**config.mk**
```make
export PLATFORM = sky130hd
export DESIGN_NAME = multicycle_control_unit
export DESIGN_NICKNAME = d
export VERILOG_FILES = /design/src/rtl/multicycle_control_unit.sv
export SDC_FILE = /design/constraint.sdc
export NUM_CORES = 1
export LEC_CHECK = 0
export ABC_AREA = 1
export CAP_MARGIN = 5
export CELL_PAD_IN_SITES_DETAIL_PLACEMENT = 0
export CELL_PAD_IN_SITES_GLOBAL_PLACEMENT = 1
export CORE_UTILIZATION = 25
export DETAILED_ROUTE_END_ITERATION = 6
export PLACE_DENSITY = 0.77
export SLEW_MARGIN = 20
export SYNTH_ARGS = -nofsm -noshare
export SYNTH_HDL_FRONTEND = slang
export SYNTH_SLANG_ARGS = --single-unit
```
**constraint.sdc**
```tcl
create_clock -name clk -period 1.4 [get_ports clk]
set_clock_uncertainty 0.05 [all_clocks]
set_input_delay 0.28 -clock clk [delete_from_list [all_inputs] [get_ports clk]]
set_output_delay 0.28 -clock clk [all_outputs]
set_load 0.01 [all_outputs]
```
**src/rtl/multicycle_control_unit.sv**
```systemverilog
// ============================================================================
// Module   : multicycle_control_unit
// Purpose  : FETCH/DECODE/EXEC/MEM/WB/TRAP sequencer for the multi-cycle core
// Revision : 1.0
// ============================================================================
`default_nettype none

module multicycle_control_unit #(
    parameter bit          SUBWORD_EN  = 1'b1,
    parameter int unsigned MEM_TIMEOUT = 0
) (
    input  logic       clk,
    input  logic       rst,
    input  logic [6:0] opcode,
    input  logic [6:0] funct7,
    input  logic [2:0] funct3,
    input  logic       instr_ready,
    input  logic       data_ready,
    input  logic       trap_clear,
    output logic [3:0] alu_op,
    output logic [2:0] branch_cond,
    output logic       data_read_en,
    output logic       data_write_en,
    output logic [2:0] data_size,
    output logic [1:0] mem_to_reg,
    output logic       reg_write_en,
    output logic       alu_a_src,
    output logic       alu_b_src,
    output logic       instr_read_en,
    output logic       ir_write_en,
    output logic       pc_write_en,
    output logic       illegal_instr,
    output logic       bus_error,
    output logic [2:0] state
);

    typedef enum logic [2:0] {
        S_FETCH  = 3'd0,
        S_DECODE = 3'd1,
        S_EXEC   = 3'd2,
        S_MEM    = 3'd3,
        S_WB     = 3'd4,
        S_TRAP   = 3'd5
    } state_t;

    localparam logic [16:0] C_TIMEOUT = 17'(MEM_TIMEOUT);

    state_t      r_state;
    logic [15:0] r_wait_cnt;
    logic        r_illegal, r_bus_err;
    logic [3:0]  r_alu_op;
    logic [2:0]  r_branch_cond, r_data_size;
    logic [1:0]  r_mem_to_reg;
    logic        r_a_src, r_b_src, r_is_ld, r_is_st, r_is_br;

    logic       w_legal, w_a_src, w_b_src, w_is_ld, w_is_st, w_is_br;
    logic [3:0] w_alu_op;
    logic [2:0] w_branch_cond, w_data_size;
    logic [1:0] w_mem_to_reg;
    logic       w_timeout, w_run;
    logic       w_unused;

    // funct7 is reserved for future opcodes
    assign w_unused = ^funct7;

    always_comb begin
        w_legal       = 1'b1;
        w_alu_op      = 4'd0;
        w_branch_cond = 3'b010;
        w_mem_to_reg  = 2'b00;
        w_a_src       = 1'b0;
        w_b_src       = 1'b0;
        w_data_size   = 3'b000;
        w_is_ld       = 1'b0;
        w_is_st       = 1'b0;
        w_is_br       = 1'b0;
        case (opcode)
            7'b0000000: begin w_is_ld = 1'b1; w_b_src = 1'b1; w_mem_to_reg = 2'b01; end
            7'b0000100: begin w_is_st = 1'b1; w_b_src = 1'b1; end
            7'b0001000: w_alu_op = 4'd0;
            7'b0001100: w_alu_op = 4'd1;
            7'b0010000: w_alu_op = 4'd2;
            7'b0010100: w_alu_op = 4'd3;
            7'b0011000: w_alu_op = 4'd4;
            7'b0011100: w_alu_op = 4'd5;
            7'b0100000: w_alu_op = 4'd6;
            7'b0100100: w_alu_op = 4'd7;
            7'b0101100: begin w_is_br = 1'b1; w_a_src = 1'b1; w_b_src = 1'b1; w_branch_cond = 3'b000; end
            7'b0110000: begin w_is_br = 1'b1; w_a_src = 1'b1; w_b_src = 1'b1; w_branch_cond = 3'b001; end
            7'b0110100: begin w_is_br = 1'b1; w_a_src = 1'b1; w_b_src = 1'b1; w_branch_cond = 3'b011; end
            7'b0111000: begin w_alu_op = 4'd8; w_b_src = 1'b1; end
            default:    w_legal = 1'b0;
        endcase
        if ((w_is_ld || w_is_st) && SUBWORD_EN) begin
            if (funct3 inside {3'b000, 3'b001, 3'b010, 3'b100, 3'b101})
                w_data_size = funct3;
            else
                w_legal = 1'b0;
        end
    end

    // Trap on the edge that ends the N-th consecutive low cycle; data_ready wins
    assign w_timeout = (C_TIMEOUT != 17'd0) && !data_ready
                    && ((17'(r_wait_cnt) + 17'd1) == C_TIMEOUT);

    always_ff @(posedge clk) begin
        if (rst) begin
            r_state       <= S_FETCH;
            r_wait_cnt    <= 16'd0;
            r_illegal     <= 1'b0;
            r_bus_err     <= 1'b0;
            r_alu_op      <= 4'd0;
            r_branch_cond <= 3'b010;
            r_data_size   <= 3'b000;
            r_mem_to_reg  <= 2'b00;
            r_a_src       <= 1'b0;
            r_b_src       <= 1'b0;
            r_is_ld       <= 1'b0;
            r_is_st       <= 1'b0;
            r_is_br       <= 1'b0;
        end else begin
            case (r_state)
                S_FETCH: if (instr_ready) r_state <= S_DECODE;
                S_DECODE: begin
                    if (!w_legal) begin
                        r_state   <= S_TRAP;
                        r_illegal <= 1'b1;
                    end else begin
                        r_state       <= S_EXEC;
                        r_alu_op      <= w_alu_op;
                        r_branch_cond <= w_branch_cond;
                        r_data_size   <= w_data_size;
                        r_mem_to_reg  <= w_mem_to_reg;
                        r_a_src       <= w_a_src;
                        r_b_src       <= w_b_src;
                        r_is_ld       <= w_is_ld;
                        r_is_st       <= w_is_st;
                        r_is_br       <= w_is_br;
                    end
                end
                S_EXEC: begin
                    r_wait_cnt <= 16'd0;
                    if (r_is_br)                 r_state <= S_FETCH;
                    else if (r_is_ld || r_is_st) r_state <= S_MEM;
                    else                         r_state <= S_WB;
                end
                S_MEM: begin
                    if (data_ready) begin
                        r_state <= r_is_ld ? S_WB : S_FETCH;
                    end else if (w_timeout) begin
                        r_state   <= S_TRAP;
                        r_bus_err <= 1'b1;
                    end else if (r_wait_cnt != 16'hFFFF) begin
                        r_wait_cnt <= r_wait_cnt + 16'd1;
                    end
                end
                S_WB: r_state <= S_FETCH;
                S_TRAP: begin
                    if (trap_clear) begin
                        r_state   <= S_FETCH;
                        r_illegal <= 1'b0;
                        r_bus_err <= 1'b0;
                    end
                end
                default: r_state <= S_FETCH;
            endcase
        end
    end

    // Strobes are suppressed while rst is high so a reset never commits a write
    assign w_run         = !rst;
    assign instr_read_en = w_run && (r_state == S_FETCH);
    assign ir_write_en   = instr_read_en && instr_ready;
    assign data_read_en  = w_run && (r_state == S_MEM) && r_is_ld;
    assign data_write_en = w_run && (r_state == S_MEM) && r_is_st;
    assign reg_write_en  = w_run && (r_state == S_WB);
    assign pc_write_en   = w_run && (((r_state == S_EXEC) && r_is_br)
                                  || (r_state == S_WB)
                                  || ((r_state == S_MEM) && r_is_st && data_ready));

    assign alu_op        = r_alu_op;
    assign branch_cond   = r_branch_cond;
    assign data_size     = r_data_size;
    assign mem_to_reg    = r_mem_to_reg;
    assign alu_a_src     = r_a_src;
    assign alu_b_src     = r_b_src;
    assign illegal_instr = r_illegal;
    assign bus_error     = r_bus_err;
    assign state         = r_state;

endmodule

`default_nettype wire
```
### Word-level counts from Yosys, hierarchy flattened

Index checks and enable logic that the tools add are counted.

| word-level totals | value |
|---|---|
| bits in registers | 20 |
| output and inout bits | 25 |

| operators by class | value |
|---|---|
| equality and inequality tests | 26 |
| muxes and demuxes | 23 |
| reduce and logical (&&, ||, !) cells | 26 |

Operators by type and width:

| operator | count |
|---|---|
| $eq A7 B6 Y1 const B | 6 |
| $pmux W4 S8 | 1 |
| $eq A7 B5 Y1 const B | 4 |
| $mux W3 | 9 |
| $pmux W3 S5 | 1 |
| $eq A7 B4 Y1 const B | 2 |
| $reduce_or A14 Y1 | 1 |
| $eq A3 B3 Y1 const B | 4 |
| $logic_and A1 B1 Y1 | 10 |
| $mux W1 | 10 |
| $eq A3 B2 Y1 const B | 3 |
| $ne A2 B2 Y1 const B | 4 |
| $eq A7 B3 Y1 const B | 1 |
| $logic_not A7 Y1 | 1 |
| $eq A3 B1 Y1 const B | 2 |
| $logic_not A3 Y1 | 2 |
| $pmux W2 S3 | 1 |
| $reduce_and A3 Y1 | 2 |
| $reduce_or A6 Y1 | 1 |
| $reduce_bool A5 Y1 | 1 |
| $logic_or A1 B1 Y1 | 4 |
| $reduce_or A3 Y1 | 1 |
| $pmux W1 S2 | 1 |
| $reduce_and A2 Y1 | 1 |
| other kinds (2) | 2 |

### Logic depth before layout (Yosys ltp)

Gate-level depths: netlist (run 1).

| logic depth | value |
|---|---|
| depth in word-level cells | 7 |
| mapped depth | 11 |
| depth with buffers taken out | 11 |

### Least setup slack after synthesis (run 1)

Ideal clock, no wire load.

| path | value |
|---|---|
| path type | register -> output |
| start point | register r_state[2] (netlist: state[2]) |
| end point | output port pc_write_en |
| arrival | 1071 ps |
| required time | 1070 ps |
| setup slack | -1 ps |
| cell stages (with the launch flop) | 5 |
| path buffers | 0 |
| cell sequence | dfxtp_1 > inv_2 > nor3_1 > a41oi_1 > nand2_1 |

| on the way | value |
|---|---|
| cells in the longest elaborated chain, start to end | 5 |
| elaborated cells on any way between the ends | 9 |

RTL lines:

| item | line | RTL |
|---|---|---|
| start: declaration | 48 | `state_t r_state;` |
| start signal: assignment | 149 | `r_state <= r_is_ld ? S_WB : S_FETCH;` |
| $eq A3 B2 Y1 | -- |  |
| $logic_and A1 B1 Y1 (on tied branches) | 177, 179 |  |
| $logic_or A1 B1 Y1 / $logic_and A1 B1 Y1 (equally long branches) | 178, 179 |  |
| $logic_or A1 B1 Y1 (*) | 179 | `\|\| ((r_state == S_MEM) && r_is_st && data_ready));` |
| $logic_and A1 B1 Y1 (*) | 177 | `assign pc_write_en = w_run && (((r_state == S_EXEC) && r_is_br)` |
| end: declaration | 31 | `output logic pc_write_en,` |

Every way passes the cells marked *; elsewhere a longest branch is shown, timed or not.

### Final worst setup path (run 1)

| path | value |
|---|---|
| start point | register r_state[0] (netlist: state[0]) |
| end point | output port pc_write_en |

The elaborated chain is that of the path after synthesis.

==> flow_metrics.tcl, run 1 <==
set metrics [dict create \
    status "finished, violations left" \
    violations "setup timing" \
    clk_latency_ps 250 \
    drt-initial-drc-count 27 \
    max-cap-violations 0 \
    start_util_pct 26.8 \
    grt_overflow 0 \
    end_kind "output port" \
    p_int_uw 912 \
    min_path_type "reg2reg" \
    setup_violations 19 \
    power_frac_seq_pct 39.6 \
    clk_path_buf_depth 2 \
    p_comb_share_pct 32.7 \
    path_class "reg2out" \
    synthToLayoutAreaGrowth_pct 70.9 \
    synth_cells 167 \
    cp-start-kind "register" \
    fin_nets 260 \
    cts_root_buf "clkbuf_8" \
    yosys_warnings 0 \
    cts_made_buffers 3 \
    grt_pass1_wl_um 4940 \
    port_buffers 36 \
    fin_crit_ps 1510 \
    hold_viol_final 0 \
    routed_wirelength_um 3070 \
    tns_ps -1180 \
    synthesis.area_um2 1110 \
    avgViaCountPerCell 4.34 \
    worstPathRequired_ps 1070 \
    cellLeakagePower_uw 0.000903 \
    critical-path-max-stage-delay_ps 370 \
    arrival_ps 1180 \
    diodes 0 \
    grt_pass1_vias 1124 \
    cts_sinks 17 \
    gp_congestion 0.836 \
    power.density_nw_per_um2 693 \
    switching_power_uw 404 \
    synthDistinctLibCells 28 \
    fin_crit_sh_pct 108 \
    ys_ff_latch 17 \
    first_pass_iters 4 \
    place.detailed.hpwl_um 2270 \
    crit_buf_inv 2 \
    power.total_uw 1320 \
    vias 1246 \
    layout_common_cells "33 x nand2_1, 31 x buf_4, 18 x inv_1" \
    yosysSeqAreaShare_pct 30.6 \
    cpLargestDelayFamily "flip-flops" \
    die-area_um2 4710 \
    swShare_pct 30.7 \
    wl_per_cell_um 10.7 \
    postRouteAntennaNets 0 \
    htree_levels 1 \
    crit_chain "buf_4 > nand3_4 > nor2_4 > nand2_1 > nand2_1 > buf_2" \
    slew_viol_final 0 \
    grt_max_degree 15 \
    crit_fanout 4 \
    grt_antenna_before_repair 0 \
    crit_top_cell "nand2_1" \
    clk_pin_slew_ps 70 \
    coreArea_um2 4140 \
    io_pins 47 \
    track_usage_pct 14.1 \
    rows 23 \
    drc 0 \
    die-width_um 68.7 \
    slowest_stage "dfxtp_4" \
    max_freq_mhz 660 \
    ir_drop_uv 352 \
    clkPwrFrac_pct 27.7 \
    rsz0062_at_grt "yes" \
    timing.final.ws_setup_ps -114 \
    synth_area_per_cell_um2 6.65 \
    tritoncts "done" \
    drive_gt1_share_pct 43.5 \
    final_common_cell "nand2_1" \
    die_y_um 68.7 \
]
-- worst min-delay path, stage by stage, from the launching register on --
cell and delay [ps]:
dfxtp_1 310, nand2_1 60, a21oi_1 50
-- through the flow --
step | hold WS (ps) | setup WS, ps | utilization [%] | cell area [um2] | instances
6_report | 411 | -114 | 45.8 | 1900 | 287
5_1_grt | 443 | -190 | 45.8 | 1900 | 287
4_1_cts | 417 | -125 | 44.3 | 1840 | 286
3_5_place_dp | 409 | -700 | 41.2 | 1710 | 277
3_3_place_gp | 406 | -671 | 41.2 | 1710 | 277
2_1_floorplan | 405 | -0.564 | - | 1120 | 169
-- timing repair --
item                                   in CTS  in global routing
setup endpoints to repair                  39                 24
pin swaps                                  14                  4
endpoints found under the hold margin       0                  0
resized for setup                          94                 15
hold buffers                                0                  0
gates cloned                                2                  0
buffers inserted                            3                  1
-- logic make-up (layout without fill, tap and decap cells) --
logic type / Yosys count / count (layout) / share of synthesized area, %
and+or+nand+nor: 89 / 89 / 39.4
other: 1 / 3 / 0.338
DFF: 17 / 17 / 30.6
buffers and inverters: 33 / 101 / 14.1
AOI/OAI and AO/OA: 27 / 27 / 15.5
-- flip-flops by register name, indices dropped and copies added, names as in the netlist --
name / count
alu_op: 4
data_size: 3
r_is_st: 1
r_is_br: 1
branch_cond: 2
illegal_instr: 1
state: 3
r_is_ld: 1
alu_b_src: 1
-- layout make-up --
cell class	instances	area (um2)
Tap cell	50	62.6
Timing Repair Buffer	71	587
Timing Repair inverter	1	6.26
Sequential cell	17	352
Clock buffer	4	45.0
Fill cell	440	2240
Inverter	25	101
Multi-Input combinational cell	119	746
-- worst paths after layout --
path,from,end,slack [ps],cells past startpoint
hold reg to reg,alu_b_src,alu_b_src,410,2
setup reg to reg,state[1],data_size[2],-70,8
setup / recovery,state[0],pc_write_en,-110,6
hold / removal,alu_b_src,alu_b_src,410,2
-- power by group through the flow --
stage / Combinational, uW / Clock [uW] / Sequential [uW]
6_report: 431 / 364 / 521
5_1_grt: 470 / 404 / 522
4_1_cts: 399 / 381 / 518
3_5_place_dp: 356 / 0 / 526
3_3_place_gp: 355 / 0 / 524
2_1_floorplan: 158 / 0 / 536
-- per-layer routing --
layer	up-vias	global-route usage, %	share of wire, %
met5	-	0	0
met4	0	2.34	0
met3	0	4.44	6.8
met2	36	24.9	47
met1	548	16.7	46
li1	662	-	-
-- cell usage after synthesis, drive strengths merged --
| library cell | n | area share, % |
|---|---|---|
| o21ai | 8 | 3.6 |
| nand3 | 9 | 6.5 |
| nor2 | 29 | 12 |
| clkbuf | 2 | 0.68 |
| inv | 25 | 8.7 |
| a41oi | 1 | 0.79 |
| nand2 | 44 | 17 |
| o211ai | 1 | 1.1 |
| buf | 6 | 4.7 |
| nand4 | 1 | 0.56 |
| and3 | 1 | 0.56 |
| nor4 | 1 | 0.56 |
| dfxtp | 17 | 31 |
| a21oi | 17 | 10 |
| conb | 1 | 0.34 |
| nor3 | 4 | 2.3 |
Power figures use the tool's default switching activity.
==> run 2, diff against run 1 <==
Settings changed: SKIP_CTS_REPAIR_TIMING from default to 1.
==> flow_metrics.tcl, run 2 (synthesis results as in run 1) <==
set metrics [dict create \
    status "finished, violations left" \
    violations "setup timing" \
    place.detailed.hpwl_um 2270 \
    crit_chain "nor2_2 > inv_2 > nor2_2 > inv_1 > nor2_1 > buf_2" \
    die_y_um 68.7 \
    max-cap-violations 0 \
    utilization_pct 50.0 \
    die-width_um 68.7 \
    crit_fanout 3 \
    n_fill_cell 439 \
    postRouteAntennaNets 0 \
    clk_pin_slew_ps 60 \
    htree_levels 1 \
    vias 1287 \
    fin_crit_ps 1570 \
    ir_drop_uv 359 \
    critical-path-max-stage-delay_ps 360 \
    timing.final.ws_setup_ps -168 \
    grt_max_degree 15 \
    cts_root_buf "clkbuf_8" \
    path_class "reg2out" \
    min_to "alu_b_src" \
    port_buffers 36 \
    clk_latency_ps 250 \
    cp-start-kind "register" \
    drive_gt1_share_pct 47.5 \
    power.density_nw_per_um2 640 \
    layout_common_cells "34 x buf_4, 26 x dlymetal6s2s_1, 22 x nand2_1" \
    hold_ws_ps 417 \
    crit_start "state[0]" \
    synthToLayoutAreaGrowth_pct 86.5 \
    final_common_cell "buf_4" \
    avgViaCountPerCell 4.44 \
    grt_antenna_before_repair 0 \
    hp-start "alu_b_src" \
    gp_congestion 0.836 \
    end_kind "output port" \
    fin_nets 263 \
    fin_crit_sh_pct 112 \
    io_pins 47 \
    hold_depth 2 \
    worstPathRequired_ps 1070 \
    track_usage_pct 13.2 \
    wl_per_cell_um 11.6 \
    rows 23 \
    tritoncts "done" \
    slowest_stage "dfxtp_4" \
    regToRegEndpoint "state[0]" \
    r2r_setup_slack_ps -80 \
    die-area_um2 4710 \
    grt_pass1_wl_um 4660 \
    cts_sinks 17 \
    hold_viol_final 0 \
    setup_violations 6 \
    cellLeakagePower_uw 0.00122 \
    grt_overflow 0 \
    crit_top_cell "nor2_2" \
    diodes 0 \
    coreArea_um2 4140 \
    grt_pass1_vias 1098 \
    cts_made_buffers 3 \
    drt-initial-drc-count 45 \
    r2r_start "state[2]" \
    r2r_cells 9 \
    arrival_ps 1240 \
    largest_reg_flops 4 \
    first_pass_iters 5 \
    drc 0 \
    clk_path_buf_depth 2 \
    start_util_pct 26.8 \
    max_freq_mhz 638 \
    routed_wirelength_um 3360 \
    slew_viol_final 0 \
    rsz0062_at_grt "yes" \
    min_path_type "reg2reg" \
]
[run 2: changes by cell type in the layout (fill, tap and decap cells not counted), sizes merged]
cell / change
dlymetal6s2s: +26
dlygate4sd2: -17
clkdlybuf4s15: -6
clkbuf: +3
clkdlybuf4s50: -2
inv: -1
[run 2: per-layer routing]
| metal | vias to the layer above | part of all wire [%] | track usage (%) |
|---|---|---|---|
| li1 | 665 | - | - |
| met1 | 580 | 44 | 15.9 |
| met2 | 38 | 49 | 22.9 |
| met3 | 4 | 5.8 | 4.44 |
| met4 | 0 | 1.8 | 2.34 |
| met5 | - | 0 | 0 |
[run 2: how the worst max path moves through the flow]
stage                                to  slack (ps)  cells past startpoint
final                     instr_read_en        -170                      6
after global routing      instr_read_en        -280                      6
after CTS                   pc_write_en        -700                      7
after detailed placement    pc_write_en        -700                      7
after global placement      pc_write_en        -670                      7
after floorplan             pc_write_en        -0.6                      4
[run 2: power by group]
part / total [uW] / internal, uW / switching, uW
clock: 363 / 202 / 161
sequential: 520 / 504 / 16.1
combinational: 444 / 218 / 226
total: 1330 / 923 / 403
[run 2: per-stage QoR]
step / std cells / setup WS [ps] / TNS [ps] / total power [uW] / area [um2]
after floorplan: 169 / -0.564 / -0.564 / 694 / 1120
after global placement: 277 / -671 / -11900 / 879 / 1710
after detailed placement: 277 / -700 / -12070 / 882 / 1710
after CTS: 281 / -703 / -9430 / 1250 / 1750
after global routing: 290 / -281 / -1670 / 1410 / 2070
final: 290 / -168 / -591 / 1330 / 2070
[run 2: final cells by class]
class	count	area [um2]	share of cell area [%]
multi-input combinational	119	783	37.8
sequential	17	349	16.8
timing repair buffer	75	731	35.3
tap	50	62.6	3.02
inverter	25	101	4.89
clock buffer	4	45.0	2.17
[run 2: critical path, delay by kind of cell, from the launching register on]
family / cells / cell delay [ps]
buffers and inverters: 3 / 270
DFF: 1 / 360
and+or+nand+nor: 3 / 360
==> run 3, diff against run 2 <==
Settings changed: CTS_CLUSTER_SIZE from default to 25, SKIP_CTS_REPAIR_TIMING 1 to default.
==> results of run 3 <==
Same layout as run 1: the final DEF is identical, and so are final timing and power.
